`config.mk`:
```
export PLATFORM = sky130hd
export DESIGN_NAME = alu_issue_stage
export DESIGN_NICKNAME = d
export VERILOG_FILES = /design/src/rtl/alu_issue_stage.sv
export SDC_FILE = /design/constraint.sdc
export NUM_CORES = 1
export LEC_CHECK = 0
export CORE_AREA = 3 3 100 102
export CTS_BUF_LIST = sky130_fd_sc_hd__clkbuf_4
export CTS_CLUSTER_SIZE = 28
export DETAILED_ROUTE_END_ITERATION = 16
export DIE_AREA = 0 0 103 105
export HOLD_SLACK_MARGIN = 0.06
export PLACE_DENSITY = 0.87
export REMOVE_ABC_BUFFERS = 1
export SYNTH_ARGS = -nofsm -noshare
export SYNTH_HDL_FRONTEND = slang
export SYNTH_SLANG_ARGS = --single-unit
```
`constraint.sdc`:
```
create_clock -name clk -period 2.15 [get_ports clk]
set_clock_uncertainty 0.1 [all_clocks]
set_input_delay 0.3225 -clock clk [delete_from_list [all_inputs] [get_ports clk]]
set_output_delay 0.3225 -clock clk [all_outputs]
set_load 0.005 [all_outputs]
```
`src/rtl/alu_issue_stage.sv`:
```
// Decode/issue register ahead of the ALU for RV32I OP, OP-IMM, LUI and AUIPC.
// Optional operand forwarding is enabled by defining FORWARD_EN.
module alu_issue_stage #(
  parameter int          XLEN     = 32,
  parameter logic [31:0] RESET_PC = 32'h0
) (
  input  logic            clk,
  input  logic            rst,
  input  logic [31:0]     instr,
  input  logic [31:0]     pc,
  output logic [4:0]      rs1_addr,
  output logic [4:0]      rs2_addr,
  input  logic [XLEN-1:0] rs1_data,
  input  logic [XLEN-1:0] rs2_data,
  input  logic            in_valid,
  output logic            in_ready,
  input  logic            flush,
`ifdef FORWARD_EN
  input  logic            fwd_valid,
  input  logic [4:0]      fwd_rd,
  input  logic [XLEN-1:0] fwd_data,
`endif
  output logic [XLEN-1:0] opdA,
  output logic [XLEN-1:0] opdB,
  output logic [3:0]      op_sel,
  output logic [4:0]      rd,
  output logic            reg_write,
  output logic            illegal,
  output logic            out_valid,
  input  logic            out_ready
);

  localparam logic [6:0] OPC_OP     = 7'b0110011;
  localparam logic [6:0] OPC_OP_IMM = 7'b0010011;
  localparam logic [6:0] OPC_LUI    = 7'b0110111;
  localparam logic [6:0] OPC_AUIPC  = 7'b0010111;
  localparam logic [3:0] SEL_ADD    = 4'b0000;
  localparam logic [6:0] F7_ZERO    = 7'b0000000;
  localparam logic [6:0] F7_ALT     = 7'b0100000;

  // RESET_PC only records where the pc stream starts; it carries no logic.
  if (RESET_PC[1:0] != 2'b00) begin : g_pc_origin_unaligned
  end

  logic [6:0]      opcode;
  logic [2:0]      funct3;
  logic [6:0]      funct7;
  logic [XLEN-1:0] src_a;
  logic [XLEN-1:0] src_b;
  logic [XLEN-1:0] imm_i;
  logic [XLEN-1:0] imm_u;

  logic [XLEN-1:0] dec_a;
  logic [XLEN-1:0] dec_b;
  logic [3:0]      dec_sel;
  logic            dec_legal;
  logic            dec_write;

  logic [XLEN-1:0] opd_a_reg;
  logic [XLEN-1:0] opd_b_reg;
  logic [3:0]      op_sel_reg;
  logic [4:0]      rd_reg;
  logic            reg_write_reg;
  logic            illegal_reg;
  logic            valid_reg;
  logic            load;

  assign opcode   = instr[6:0];
  assign funct3   = instr[14:12];
  assign funct7   = instr[31:25];
  assign rs1_addr = instr[19:15];
  assign rs2_addr = instr[24:20];
  assign imm_i    = {{20{instr[31]}}, instr[31:20]};
  assign imm_u    = {instr[31:12], 12'b0};

`ifdef FORWARD_EN
  // Forwarded result wins over stale register-file data; x0 is never forwarded.
  always_comb begin
    src_a = rs1_data;
    src_b = rs2_data;
    if (fwd_valid && (fwd_rd != 5'd0) && (fwd_rd == rs1_addr)) src_a = fwd_data;
    if (fwd_valid && (fwd_rd != 5'd0) && (fwd_rd == rs2_addr)) src_b = fwd_data;
  end
`else
  assign src_a = rs1_data;
  assign src_b = rs2_data;
`endif

  always_comb begin
    dec_a     = '0;
    dec_b     = '0;
    dec_sel   = SEL_ADD;
    dec_legal = 1'b1;
    case (opcode)
      OPC_OP: begin
        dec_a     = src_a;
        dec_b     = src_b;
        dec_sel   = {instr[30], funct3};
        dec_legal = (funct7 == F7_ZERO) ||
                    ((funct7 == F7_ALT) && ((funct3 == 3'b000) || (funct3 == 3'b101)));
      end
      OPC_OP_IMM: begin
        dec_a   = src_a;
        dec_b   = imm_i;
        // Only the right shift uses bit 30 to pick SRA; ADDI never becomes SUB.
        dec_sel = (funct3 == 3'b101) ? {instr[30], 3'b101} : {1'b0, funct3};
        if (funct3 == 3'b001)
          dec_legal = (funct7 == F7_ZERO);
        else if (funct3 == 3'b101)
          dec_legal = (funct7 == F7_ZERO) || (funct7 == F7_ALT);
      end
      OPC_LUI: begin
        dec_b = imm_u;
      end
      OPC_AUIPC: begin
        dec_a = pc;
        dec_b = imm_u;
      end
      default: dec_legal = 1'b0;
    endcase
    if (!dec_legal) begin
      dec_a   = '0;
      dec_b   = '0;
      dec_sel = SEL_ADD;
    end
  end

  assign dec_write = dec_legal && (instr[11:7] != 5'd0);
  assign in_ready  = !flush && (!valid_reg || out_ready);
  assign load      = in_valid && in_ready;

  // Priority: reset, then flush, then load, then plain consumption.
  always_ff @(posedge clk) begin
    if (rst) begin
      valid_reg     <= 1'b0;
      opd_a_reg     <= '0;
      opd_b_reg     <= '0;
      op_sel_reg    <= SEL_ADD;
      rd_reg        <= 5'd0;
      reg_write_reg <= 1'b0;
      illegal_reg   <= 1'b0;
    end else if (flush) begin
      valid_reg <= 1'b0;
    end else if (load) begin
      valid_reg     <= 1'b1;
      opd_a_reg     <= dec_a;
      opd_b_reg     <= dec_b;
      op_sel_reg    <= dec_sel;
      rd_reg        <= instr[11:7];
      reg_write_reg <= dec_write;
      illegal_reg   <= !dec_legal;
    end else if (out_ready) begin
      valid_reg <= 1'b0;
    end
  end

  assign opdA      = opd_a_reg;
  assign opdB      = opd_b_reg;
  assign op_sel    = op_sel_reg;
  assign rd        = rd_reg;
  assign reg_write = reg_write_reg;
  assign illegal   = illegal_reg;
  assign out_valid = valid_reg;

endmodule
```
==> results_dict.tcl, run 1 <==
set metrics [dict create \
    num_rows 35 \
    grt_max_degree 74 \
    critPathKind "in2reg" \
    routabilityCongestion 0.833 \
    synth-seq-cells 76 \
    clkSinkCount 76 \
    dpl.hpwl_mm 8.86 \
    coreArea_sq_um 9200 \
    final.fill_count 748 \
    ant_nets 0 \
    syn_to_final_growth_pct 71.6 \
    grt_usage_pct 21.1 \
    clock_latency_ps 400 \
    end_kind "register" \
    cts_buffers 9 \
    cts_hold_buf 0 \
    hold_violations 0 \
    crit_fanout 23 \
    period_needed_ps 2140 \
    antenna_found_initial 0 \
    io_pins 220 \
    place_inst 753 \
    die_w_microns 103 \
    hold_slack_ps 360 \
    drc 0 \
    netSwitchingFraction_pct 25.5 \
    syn_inst 442 \
    internal_power_mw 2.11 \
    synth-simple-area-share_pct 21.8 \
    synth_top_area_share_pct 43.7 \
    avgSynthCellArea_sq_um 7.88 \
    clk_pin_slew_ps 140 \
    fin_nets 786 \
    first_pass_iters 4 \
    synthMuxAreaShare_pct 3.73 \
    die_h_microns 105 \
    max_cap_violations 0 \
    dieArea_sq_um 10800 \
    finalNonFillerCells 770 \
    p_comb_share_pct 19.8 \
    timing.final.crit_share_pct 99.7 \
    grt-ovfl-total 0 \
    ys_seq_area_share_pct 43.7 \
    worstMarginPinSlew_ps 1160 \
    switching_power_uw 722 \
    final_layout_size_suffix_gt1_share_pct 8.97 \
    yosysTopAreaCell "dfxtp_1" \
    io_buffers 219 \
    slew_viol_final 0 \
    ir_drop_v 0.000246 \
    cts_tree "done" \
    post-cts-setup-buffer-count 0 \
    power_density_nw_per_um2 474 \
    power_leakage_nw 2.21 \
    routed_wl_mm 11.6 \
    status "finished, final reports clean" \
    hp-class "reg2reg" \
    synth_compound_area_share_pct 23.2 \
    clock-root-buffer "clkbuf_4" \
    final_cell_mix "clkdlybuf4s50_1, nand2_1, a21oi_1, dfxtp_1, o21ai_0" \
    avgRoutedWirePerCell_microns 15.1 \
    synth_xor_area_share_pct 0 \
    final_common_cell "clkdlybuf4s50_1" \
    yosysUniqueCellTypes 36 \
    first_global_vias 3782 \
    yosys-top-cells-area "dfxtp_1, a21oi_1, nand2_1, o21ai_0, nor2b_1" \
    yosysWarnings 0 \
    start_util_pct 37.9 \
    synth_fa_ha_area_share_pct 0 \
    slew_headroom_pct 22.3 \
    max_freq_mhz 466 \
    crit_required_ps 2360 \
    p_clk_share_pct 30.1 \
    power_frac_seq_pct 50.1 \
    grt_pass1_wl_mm 18.1 \
    synth_top_family_by_area "compound AO/OA/AOI/OAI gates" \
    vias 3816 \
    cts-resized-gates 0 \
    multiInputGateArea_sq_um 1720 \
    setup_viol 0 \
    cts_max_path_buffers 2 \
    cp-start-kind "primary input" \
    p_total_mw 2.83 \
    ctsHtreeMaxLevel 3 \
    syn_area_sq_um 3480 \
    avgViaCountPerCell 4.96 \
    crit_arrival_ps 2350 \
    dr.first_iter.drc_count 105 \
    regArea_sq_um 1520 \
]
-- worst paths after layout --
path | slack (ps) | cells after the start | to | from
worst max-delay path | 5 | 7 | opdA[4] | instr[25]
worst min-delay path | 360 | 2 | opdB[29] | opdB[29]
worst max register to register | 400 | 7 | opdB[1] | out_valid
worst min register to register | 360 | 2 | opdB[29] | opdB[29]
-- synthesized netlist by cell type (all sizes together) --
cell type,number
nor3b,2
buf,14
and2b,2
o211ai,1
inv,5
o21ai,67
nor2,9
mux2i,13
or4,2
nand4,3
or3,1
a22oi,1
nand2b,1
a311oi,1
nand2,97
a31o,1
a21oi,76
nor4b,1
dlygate4sd1,2
nand3,2
a21boi,1
nor2b,35
clkbuf,26
o32ai,1
nor3,2
dfxtp,76
-- power groups by stage --
stage	combinational, mW	clock [mW]	sequential [mW]
6_report	0.562	0.852	1.42
5_1_grt	0.606	0.942	1.42
4_1_cts	0.559	0.894	1.42
3_5_place_dp	0.556	0	1.45
3_3_place_gp	0.544	0	1.45
2_1_floorplan	0.149	0	1.45
-- per-stage QoR --
step / util [%] / instance area, sq um / worst slack, ps / TNS (ps)
after floorplan: - / 3240 / -1030 / -64650
after CTS: 64.9 / 5960 / 49.8 / 0
after detailed placement: 63.4 / 5830 / -363 / -20700
after global routing: 65.0 / 5980 / -42.6 / -103
after global placement: 63.4 / 5830 / -320 / -18580
final: 65.0 / 5980 / 5.42 / 0
-- cells by family after synthesis --
family          Yosys count
simple gates            157
compound gates          149
flops                    76
buf+inv                  47
mux                      13
-- layer usage --
layer	global-route usage, %	vias up	routed length [microns]	share of wire, %
li1	-	1909	-	-
met1	22.9	1720	4570	39
met2	36.6	166	5650	49
met3	7.34	21	1150	9.9
met4	8.42	0	276	2.4
met5	0	-	0	0
-- area by class of cell --
type / instances / area share, %
sequential: 76 / 25.4
timing repair buffer: 242 / 40.9
clock buffer: 9 / 1.13
inverter: 5 / 0.314
multi-input combinational: 319 / 28.7
antenna: 1 / 0.0418
tap: 111 / 2.32
clock inverter: 7 / 1.13
-- critical path, cell delays in order --
cell,delay [ps]
clkdlybuf4s50_1,460
or4_4,570
o32ai_4,260
a31o_2,220
nand3_2,130
buf_12,190
o21ai_0,190
Note: power is estimated with default switching activity, not from simulation.
==> run 2: changes to the inputs <==
Settings changed: CTS_CLUSTER_SIZE 28 to 25.
==> results of run 2 <==
No change in the layout: final DEF, timing and power equal those of run 1.
